<file path="src/rtl/cipher_iter_engine.sv">
// Iterative reversible round engine: rotate-and-xor rounds with a rotating key,
// ROUNDS cycles per block, encrypt and decrypt modes, busy/done/ready handshake.
module cipher_iter_engine #(
  parameter int WIDTH  = 64,
  parameter int ROUNDS = 16
) (
  input  logic             clk,
  input  logic             reset,
  input  logic             load,
  input  logic             decrypt,
  input  logic [WIDTH-1:0] data_in,
  input  logic [WIDTH-1:0] key_in,
  output logic             ready,
  output logic             busy,
  output logic             done,
  output logic [WIDTH-1:0] data_out,
  output logic             state_dbg
);

  // Handshake: a block is accepted on a rising edge where load=1 and ready=1
  // (ready = ~busy). done pulses for exactly one cycle when data_out updates,
  // and ready is already high in that cycle so the next load is accepted.

  localparam int CW = (ROUNDS > 1) ? $clog2(ROUNDS) : 1;
  localparam int SW = $clog2(WIDTH);
  localparam logic [CW-1:0] LAST_CNT = CW'(ROUNDS - 1);

  typedef enum logic {IDLE = 1'b0, RUN = 1'b1} state_t;

  state_t           state;
  logic [WIDTH-1:0] d_q;
  logic [WIDTH-1:0] key_q;
  logic             dec_q;
  logic [CW-1:0]    cnt;

  logic [SW-1:0]    rot_amt;
  logic [WIDTH-1:0] round_key;
  logic [WIDTH-1:0] enc_d;
  logic [WIDTH-1:0] dec_t;
  logic [WIDTH-1:0] dec_d;
  logic [WIDTH-1:0] round_out;
  logic             last_round;

  always_comb begin
    // Round index is reduced mod WIDTH so key rotation wraps when ROUNDS > WIDTH.
    rot_amt    = SW'(32'(cnt) % WIDTH);
    round_key  = (key_q << rot_amt) | (key_q >> (WIDTH - int'(rot_amt)));
    enc_d      = {d_q[WIDTH-2:0], d_q[WIDTH-1]} ^ round_key;
    dec_t      = d_q ^ round_key;
    dec_d      = {dec_t[0], dec_t[WIDTH-1:1]};
    round_out  = dec_q ? dec_d : enc_d;
    last_round = dec_q ? (cnt == '0) : (cnt == LAST_CNT);
  end

  assign ready     = ~busy;
  assign state_dbg = (state == RUN);

  always_ff @(posedge clk) begin
    if (reset) begin
      state    <= IDLE;
      busy     <= 1'b0;
      done     <= 1'b0;
      data_out <= '0;
      d_q      <= '0;
      key_q    <= '0;
      dec_q    <= 1'b0;
      cnt      <= '0;
    end else begin
      done <= 1'b0;
      case (state)
        IDLE: begin
          if (load) begin
            d_q   <= data_in;
            key_q <= key_in;
            dec_q <= decrypt;
            cnt   <= decrypt ? LAST_CNT : '0;
            busy  <= 1'b1;
            state <= RUN;
          end
        end
        RUN: begin
          d_q <= round_out;
          cnt <= dec_q ? (cnt - CW'(1)) : (cnt + CW'(1));
          if (last_round) begin
            data_out <= round_out;
            done     <= 1'b1;
            busy     <= 1'b0;
            state    <= IDLE;
          end
        end
        default: state <= IDLE;
      endcase
    end
  end

endmodule

</file>
<file path="config.mk">
export PLATFORM = sky130hd
export DESIGN_NAME = cipher_iter_engine
export DESIGN_NICKNAME = d
export VERILOG_FILES = /design/src/rtl/cipher_iter_engine.sv
export SDC_FILE = /design/constraint.sdc
export NUM_CORES = 1
export LEC_CHECK = 0
export CAP_MARGIN = 10
export CORE_MARGIN = 10
export CORE_UTILIZATION = 55
export CTS_CLUSTER_SIZE = 30
export DETAILED_ROUTE_END_ITERATION = 8
export PLACE_DENSITY = 0.82
export REMOVE_ABC_BUFFERS = 1
export SYNTH_ARGS = -nofsm -noshare
export SYNTH_HDL_FRONTEND = slang
export SYNTH_SLANG_ARGS = --single-unit
export TNS_END_PERCENT = 50
</file>
<file path="constraint.sdc">
create_clock -name clk -period 9.55 [get_ports clk]
set_input_delay 1.91 -clock clk [delete_from_list [all_inputs] [get_ports clk]]
set_output_delay 1.91 -clock clk [all_outputs]
set_load 0.05 [all_outputs]
</file>
After elaboration in Yosys (flattened, before gate mapping)
Cells that the tools add are included.

Input bits: 132. Word-level logic and storage cells: 41. Output and inout bits: 68. Flip-flop bits (word level): 200.

Muxes and demuxes: 15. Reduce and logical (&&, ||, !) cells: 5. Bitwise gates (word level): 5. Eq/ne operators: 3. Shift operators: 2. Add/subtract/negate cells: 3.

Operator list (count): $mux 64 (2); $pmux 64 s2 (1); $xor 64x64->64 (2); $or 64x64->64 (1); $shl 64x4->64 (1); $shr 64x32->64 (1); $mux 4 (3); $pmux 4 s2 (1); $sub 7x4->8 const A (1); $mux 1 (6); $reduce_and 2->1 (3); $add 4x1->4 const B (1); $eq 4x4->1 const B (1); $logic_not 4->1 (1); $pmux 1 s2 (2); $sub 4x1->4 const B (1); $ne 2x1->1 const B (1); $ne 2x2->1 const B (1); $not 1->1 (2); $reduce_or 2->1 (1).

Longest topological paths before layout
Gate-level depths: netlist of run 1.

Word-level depth: 6. Depth in mapped cells: 17.

Worst setup path before layout of run 1
Ideal clock, no wire load.

Kind: in2reg. Start: input port load. End: register d_q[37]. Cell stages on the path: 6. Arrival time: 3286 ps. Data required time: 9418 ps. Setup slack: 6132 ps. Cell sequence: clkbuf_1 clkbuf_1 buf_1 mux2_2 o21ai_0 a21oi_1.

Cells in the longest elaborated chain, start to end: 1.

Ends and longest elaborated chain: start: declaration (line 9) `input logic load,`; $ne 2x2->1 (no line); end signal: assignment (line 73) `d_q <= data_in;`; end signal: assignment (line 82) `d_q <= round_out;`; end: declaration (line 31) `logic [WIDTH-1:0] d_q;`.

No other way between the ends. A chain may end at the register's enable or synchronous reset.

Worst setup path in the final report of run 1
Start: register cnt[0]. End: register data_out[10].

Cells in the longest elaborated chain, start to end: 5. Elaborated cells on any way between the ends: 11. Classes of those cells: add/sub (1); eq/ne (1); shift (2); mux (2); bitwise (3); reduce/logical (2).

Ends and longest elaborated chain: start: declaration (line 34) `logic [CW-1:0] cnt;`; start signal: assignment (line 76) `cnt <= decrypt ? LAST_CNT : '0;`; start signal: assignment (line 83) `cnt <= dec_q ? (cnt - CW'(1)) : (cnt + CW'(1));`; $sub 7x4->8 (line 47) `round_key = (key_q << rot_amt) | (key_q >> (WIDTH - int'(rot_amt)));`; $shr 64x32->64 (line 47); $or 64x64->64 (line 47); $xor 64x64->64 (on tied branches) (line 48, 49); $mux 64 (line 51) `round_out = dec_q ? dec_d : enc_d;`; end signal: assignment (line 85) `data_out <= round_out;`; end: declaration (line 16) `output logic [WIDTH-1:0] data_out,`.

Several ways; a longest one is shown, not always the timed one.

==> impl_results.rst, run 1 <==
.. list-table::
   :header-rows: 1

   * - Metric
     - Value
   * - Final Routed Wirelength
     - 47.8 mm
   * - Total inserted antenna cells
     - 0
   * - Synth Area per Inst
     - 9.05 µm²
   * - Share of synthesized registers carrying an async set or reset
     - 0%
   * - Power density relative to cell area
     - 156 nW/µm²
   * - Endpoints failing hold
     - 0
   * - Via count normalized by instance count
     - 6.52
   * - Number of nets with antenna violations after detailed routing
     - 0
   * - Slew Limit Headroom
     - 26.1%
   * - Maximum buffer depth of the clock tree
     - 2
   * - Flop and latch count out of synthesis
     - 200
   * - All-Layer GR Usage
     - 27.4%
   * - Launch instance of the worst min-delay path
     - data_out[57]
   * - Number of nets at the end of the flow
     - 1852
   * - Number of iterations in the first detailed-routing pass
     - 6
   * - Fraction of layout instances using a drive strength above 1
     - 16.6%
   * - Reg-to-reg setup timing slack
     - 5.10 ns
   * - Setup repair after global routing missed its margin
     - no
   * - Resize count post-CTS
     - 0
   * - Reported max-cap violation count
     - 0
   * - Critical path endpoint category
     - flop
   * - Min-Delay Path Class
     - reg2reg
   * - Summed negative setup slack over all endpoints
     - 0 ns
   * - Post-CTS clock slew at the launch and capture registers of the worst setup and hold paths
     - 0.08 ns
   * - Portion of synthesized cell area occupied by the leading cell type
     - 27.0%
   * - Max Fanout on Critical Path
     - 59
   * - WP data required
     - 9.93 ns
   * - Number of buffers inserted for hold repair after clock tree synthesis
     - 0
   * - Sum of overflow across all layers after global routing
     - 0
   * - Cell accounting for the most synthesized area
     - sky130_fd_sc_hd__dfxtp_1
   * - Fraction of the cycle the final worst path needs
     - 46.6%
   * - Status
     - complete, no violations
   * - Area grow syn2layout
     - 16.3%
   * - Actual slew at the worst max-slew pin
     - 1.11 ns
   * - Post-synth EDFFs
     - 0
   * - Type of origin of the critical path
     - flop
   * - Highest-count cells in the layout ignoring fill and taps
     - 213 x sky130_fd_sc_hd__nand2_1, 197 x sky130_fd_sc_hd__clkdlybuf4s50_1, 195 x sky130_fd_sc_hd__dfxtp_1
   * - Warning count from the yosys run
     - 0
   * - Hold slack final
     - 0.472 ns
   * - First-pass GRT wire length
     - 74.1 mm
   * - Port bufs
     - 199
   * - Gpl congestion
     - 0.973
   * - Synth top area cells
     - sky130_fd_sc_hd__dfxtp_1 27%, sky130_fd_sc_hd__mux4_2 13%, sky130_fd_sc_hd__mux2_2 7.2%
   * - CTS root buffer
     - sky130_fd_sc_hd__clkbuf_16
   * - Most frequent standard cell in the layout excluding fill and tap cells
     - sky130_fd_sc_hd__nand2_1
   * - Core area
     - 26300 µm²
   * - Post-Route Skew
     - 0.0127 ns
   * - Worst Hold Endpoint
     - data_out[57]
   * - H-tree lvl count
     - 4
   * - I/O pin count
     - 200
   * - Starting Density
     - 56.3%
   * - Iteration-0 DRC count of the detailed router
     - 1627
   * - Arrival @ worst endpoint
     - 4.83 ns
   * - Leakage component of the power
     - 6.19 nW
   * - Final period demand of the worst path
     - 4.45 ns
   * - Row count
     - 59
   * - Total vias in the final route
     - 13447
   * - Clock latency on the worst-skew pair
     - 0.45 ns
   * - Pin count of the biggest net entering global routing
     - 122
   * - Number of sinks on the clock net
     - 200
   * - Cell variety after synth
     - 91
   * - TritonCTS clock tree
     - built
   * - Final setup viols
     - 0
   * - Peak supply drop
     - 0.0000880 V
   * - Predominant post-synthesis flop cell
     - sky130_fd_sc_hd__dfxtp_1
   * - Die outline area
     - 33900 µm²
   * - Worst hold path stage count
     - 2
   * - Fmax
     - 0.225 GHz
   * - Number of buffers added for setup after CTS
     - 0
   * - Reg2reg start
     - cnt[0]
   * - Fraction of the yosys area taken by sequential cells
     - 27.0%
   * - Vias in the first global route
     - 12947
   * - Wire per inst
     - 23.2 µm
   * - DRC violation count after routing
     - 0
   * - Final max-slew violation count
     - 0
   * - Count of cells along the worst register-to-register path
     - 10
   * - Number of standard cells after synthesis
     - 1636
   * - Worst setup path category
     - reg2reg
   * - Antenna violations before repair
     - 0
   * - Half-perimeter wire length after detailed placement
     - 34.7 mm
   * - Syn Std Cell Area
     - 14800 µm²
   * - Number of CTS-inserted buffers
     - 17
   * - Total power of the final layout
     - 2.69 mW
   * - Capture point of the worst reg-to-reg path
     - data_out[10]
   * - Chip Height
     - 184 µm
   * - Die width
     - 184 µm
worst max-delay path, cell delays in order, from the launching register on:
cell and delay (ns):
sky130_fd_sc_hd__dfxtp_4 0.92, sky130_fd_sc_hd__inv_2 0.40, sky130_fd_sc_hd__ha_2 0.44, sky130_fd_sc_hd__buf_4 0.62, sky130_fd_sc_hd__mux2i_1 0.37, sky130_fd_sc_hd__nor3_1 0.12, sky130_fd_sc_hd__a211oi_1 0.41, sky130_fd_sc_hd__a21boi_1 0.38
sky130_fd_sc_hd__xor2_1 0.15, sky130_fd_sc_hd__a311o_1 0.37, sky130_fd_sc_hd__a21oi_1 0.11
cell families (layout without fill, tap and decap cells):
family	after synthesis	in the layout	share of synthesized area, %
flops	200	200	27.0
buf+inv	165	257	5.35
fa+ha+maj	5	5	0.473
compound gates	459	459	19.4
mux	286	286	28.4
xor+xnor	125	125	7.45
simple gates	396	396	11.9
flip-flops by register name (all words and copies together) (netlist names):
| signal | flops |
|---|---|
| d_q | 64 |
| cnt | 4 |
| done | 1 |
| key_q | 64 |
| data_out | 64 |
| busy | 1 |
| state_dbg | 1 |
| dec_q | 1 |
worst max path at each step:
| stage | startpoint | endpoint | slack (ns) | cells after the start |
|---|---|---|---|---|
| global route | cnt[0] | data_out[7] | 4.85 | 10 |
| floorplan | cnt[0] | d_q[3] | 1.22 | 9 |
| detailed placement | reset | data_out[2] | 5.15 | 7 |
| CTS | cnt[0] | data_out[10] | 5.18 | 10 |
| global placement | reset | data_out[2] | 5.19 | 7 |
| finish | cnt[0] | data_out[10] | 5.10 | 10 |
through the flow:
step                      std cells  instance area (µm²)  setup slack, ns  utilization [%]
after floorplan                1480                14000             1.22                -
after global placement         2030                16600             5.19             63.2
after detailed placement       2030                16600             5.15             63.2
after CTS                      2062                17200             5.18             65.4
after global routing           2063                17200             4.85             65.5
final                          2063                17200             5.10             65.5
power by group:
| part | switching (mW) | total (mW) | internal (mW) |
|---|---|---|---|
| clock | 0.377 | 0.753 | 0.377 |
| combinational | 0.528 | 0.949 | 0.420 |
| sequential | 0.0981 | 0.987 | 0.889 |
area by class of cell:
type / instances / area (µm²)
inverter: 9 / 33.8
tap: 335 / 419
timing repair buffer: 216 / 2120
sequential: 200 / 4020
multi-input combinational: 1271 / 10000
fill: 2102 / 9060
clock inverter: 15 / 174
clock buffer: 17 / 425
routing by layer:
layer,GRT usage (%),up-vias,routed length [µm]
li1,-,6192,-
met1,36.3,6473,19800
met2,42.3,701,21900
met3,7.49,81,4780
met4,8.85,0,1240
met5,0,-,0
synthesized netlist by cell type, types with 19 or more instances:
cell type / instances
sky130_fd_sc_hd__buf_2: 30
sky130_fd_sc_hd__mux2i_1: 92
sky130_fd_sc_hd__o21ai_0: 113
sky130_fd_sc_hd__nor2_1: 81
sky130_fd_sc_hd__xor2_1: 47
sky130_fd_sc_hd__mux2_2: 94
sky130_fd_sc_hd__a211oi_1: 34
sky130_fd_sc_hd__clkbuf_1: 92
sky130_fd_sc_hd__a21oi_1: 170
sky130_fd_sc_hd__nand3_1: 24
sky130_fd_sc_hd__o21ai_1: 19
sky130_fd_sc_hd__mux4_2: 86
sky130_fd_sc_hd__o22ai_1: 26
sky130_fd_sc_hd__nand2_1: 213
sky130_fd_sc_hd__dfxtp_1: 200
sky130_fd_sc_hd__a221oi_1: 19
sky130_fd_sc_hd__xnor2_1: 77
Note: power is estimated with default switching activity, not from simulation.
==> run 2, diff against run 1 <==
clock period = 4.1 ns   (was 9.55 ns; I/O delays follow)
==> run 2 against run 1 <==
Net effect: die area is the same; maximum frequency grew 33%; global-route usage grew 1.1 points; critical path type unchanged; largest cell class unchanged; largest power group unchanged.
==> impl_results.rst, run 2 (same netlist as run 1, synthesis figures left out) <==
.. list-table::
   :header-rows: 1

   * - Metric
     - Value
   * - Status
     - complete, no violations
   * - Number of nets at the end of the flow
     - 1868
   * - Actual slew at the worst max-slew pin
     - 1.21 ns
   * - Core area
     - 26300 µm²
   * - All-Layer GR Usage
     - 28.5%
   * - Reported max-cap violation count
     - 0
   * - Final max-slew violation count
     - 0
   * - Max Fanout on Critical Path
     - 117
   * - Leakage component of the power
     - 6.28 nW
   * - Pin count of the biggest net entering global routing
     - 118
   * - Chip Height
     - 184 µm
   * - Filler cells
     - 2120
   * - Maximum buffer depth of the clock tree
     - 2
   * - Gpl congestion
     - 1.01
   * - Final setup viols
     - 0
   * - Antenna violations before repair
     - 0
   * - Total power of the final layout
     - 6.26 mW
   * - Arrival @ worst endpoint
     - 3.64 ns
   * - Area of placed instances
     - 16800 µm²
   * - I/O pin count
     - 200
   * - Summed negative setup slack over all endpoints
     - 0 ns
   * - TritonCTS clock tree
     - built
   * - H-tree lvl count
     - 4
   * - Slew Limit Headroom
     - 19.0%
   * - Number of iterations in the first detailed-routing pass
     - 5
   * - Power density relative to cell area
     - 360 nW/µm²
   * - Number of sinks on the clock net
     - 200
   * - Min-Delay Path Class
     - reg2reg
   * - Highest-count cells in the layout ignoring fill and taps
     - 213 x sky130_fd_sc_hd__nand2_1, 197 x sky130_fd_sc_hd__clkdlybuf4s50_1, 195 x sky130_fd_sc_hd__dfxtp_1
   * - Total inserted antenna cells
     - 0
   * - Number of nets with antenna violations after detailed routing
     - 0
   * - Critical path endpoint category
     - flop
   * - Type of origin of the critical path
     - flop
   * - Row count
     - 59
   * - Fraction of layout instances using a drive strength above 1
     - 17.4%
   * - Setup repair after global routing missed its margin
     - no
   * - First-pass GRT wire length
     - 76.7 mm
   * - Number of buffers inserted for hold repair after clock tree synthesis
     - 0
   * - Largest registers
     - d_q: 64 flops, data_out: 64 flops, key_q: 64 flops
   * - Half-perimeter wire length after detailed placement
     - 36.6 mm
   * - Final Routed Wirelength
     - 49.9 mm
   * - Post-CTS clock slew at the launch and capture registers of the worst setup and hold paths
     - 0.08 ns
   * - Endpoints failing hold
     - 0
   * - Wire per inst
     - 24.0 µm
   * - WP data required
     - 4.39 ns
   * - Total vias in the final route
     - 13744
   * - Sum of overflow across all layers after global routing
     - 0
   * - Fmax
     - 0.299 GHz
   * - Reg-to-reg setup timing slack
     - 0.75 ns
   * - DRC violation count after routing
     - 0
   * - Via count normalized by instance count
     - 6.61
   * - Area grow syn2layout
     - 17.4%
   * - CTS root buffer
     - sky130_fd_sc_hd__clkbuf_16
   * - Register cell area after layout
     - 4020 µm²
   * - Hold slack final
     - 0.470 ns
   * - Resize count post-CTS
     - 0
   * - Fraction of the cycle the final worst path needs
     - 81.7%
   * - Most frequent standard cell in the layout excluding fill and tap cells
     - sky130_fd_sc_hd__nand2_1
   * - Iteration-0 DRC count of the detailed router
     - 1651
   * - Non-Filler Cell Area, Final
     - 17400 µm²
   * - Vias in the first global route
     - 13137
   * - Die width
     - 184 µm
   * - Worst setup path category
     - reg2reg
   * - Number of buffers added for setup after CTS
     - 0
   * - Final standard cell utilization of the core
     - 66.1%
   * - Port bufs
     - 199
   * - Area used by multi-input combinational logic
     - 10000 µm²
   * - Die outline area
     - 33900 µm²
   * - Starting Density
     - 56.3%
   * - Final period demand of the worst path
     - 3.35 ns
   * - Number of CTS-inserted buffers
     - 17
   * - Post-Route Skew
     - 0.0129 ns
   * - Peak supply drop
     - 0.000288 V
   * - Clock latency on the worst-skew pair
     - 0.44 ns
-- run 2: cell types whose count changed in the layout (fill, tap and decap cells not counted), moves of 2 or more --
cell / change
sky130_fd_sc_hd__buf_12: +5
sky130_fd_sc_hd__clkinv_2: +2
sky130_fd_sc_hd__buf_4: +11
sky130_fd_sc_hd__inv_6: -2
-- run 2: through the flow --
step | setup slack (ns) | cells
after floorplan | -4.23 | 1480
after global placement | 0.905 | 2047
after detailed placement | 0.832 | 2047
after CTS | 0.831 | 2079
after global routing | 0.585 | 2079
final | 0.751 | 2079
-- run 2: metal layers --
layer,wire (µm),global-route usage [%],vias to the layer above
met1,20900,38.0,6707
met5,0,0,-
li1,-,-,6241
met3,4680,7.04,93
met2,22900,44.2,703
met4,1490,9.31,0
-- run 2: power breakdown --
group	switching (mW)	total, mW	internal (mW)
sequential	0.222	2.29	2.07
combinational	1.27	2.29	1.01
clock	0.856	1.68	0.825
-- run 2: final cells by class --
| class | instances | area share, % |
|---|---|---|
| clock inverters | 14 | 0.806 |
| inverters | 9 | 0.194 |
| multi-input cells | 1271 | 57.7 |
| repair buffers | 232 | 13.3 |
| flip-flops and latches | 200 | 23.1 |
| well taps | 335 | 2.41 |
| clock buffers | 18 | 2.53 |
-- run 2: final timing paths --
path | startpoint | to | cells after the start
max | cnt[0] | d_q[43] | 7
min | data_out[32] | data_out[32] | 2
max reg2reg | cnt[0] | d_q[43] | 7
min reg2reg | data_out[32] | data_out[32] | 2
-- run 2: worst max-delay path, cell delays in order, from the launching register on --
cell and delay, ns:
sky130_fd_sc_hd__dfxtp_4 0.38, sky130_fd_sc_hd__buf_12 0.52, sky130_fd_sc_hd__mux4_2 0.64, sky130_fd_sc_hd__mux2_2 0.29, sky130_fd_sc_hd__mux2i_1 0.53, sky130_fd_sc_hd__xnor2_1 0.22, sky130_fd_sc_hd__nor2b_1 0.07, sky130_fd_sc_hd__a2111oi_0 0.44
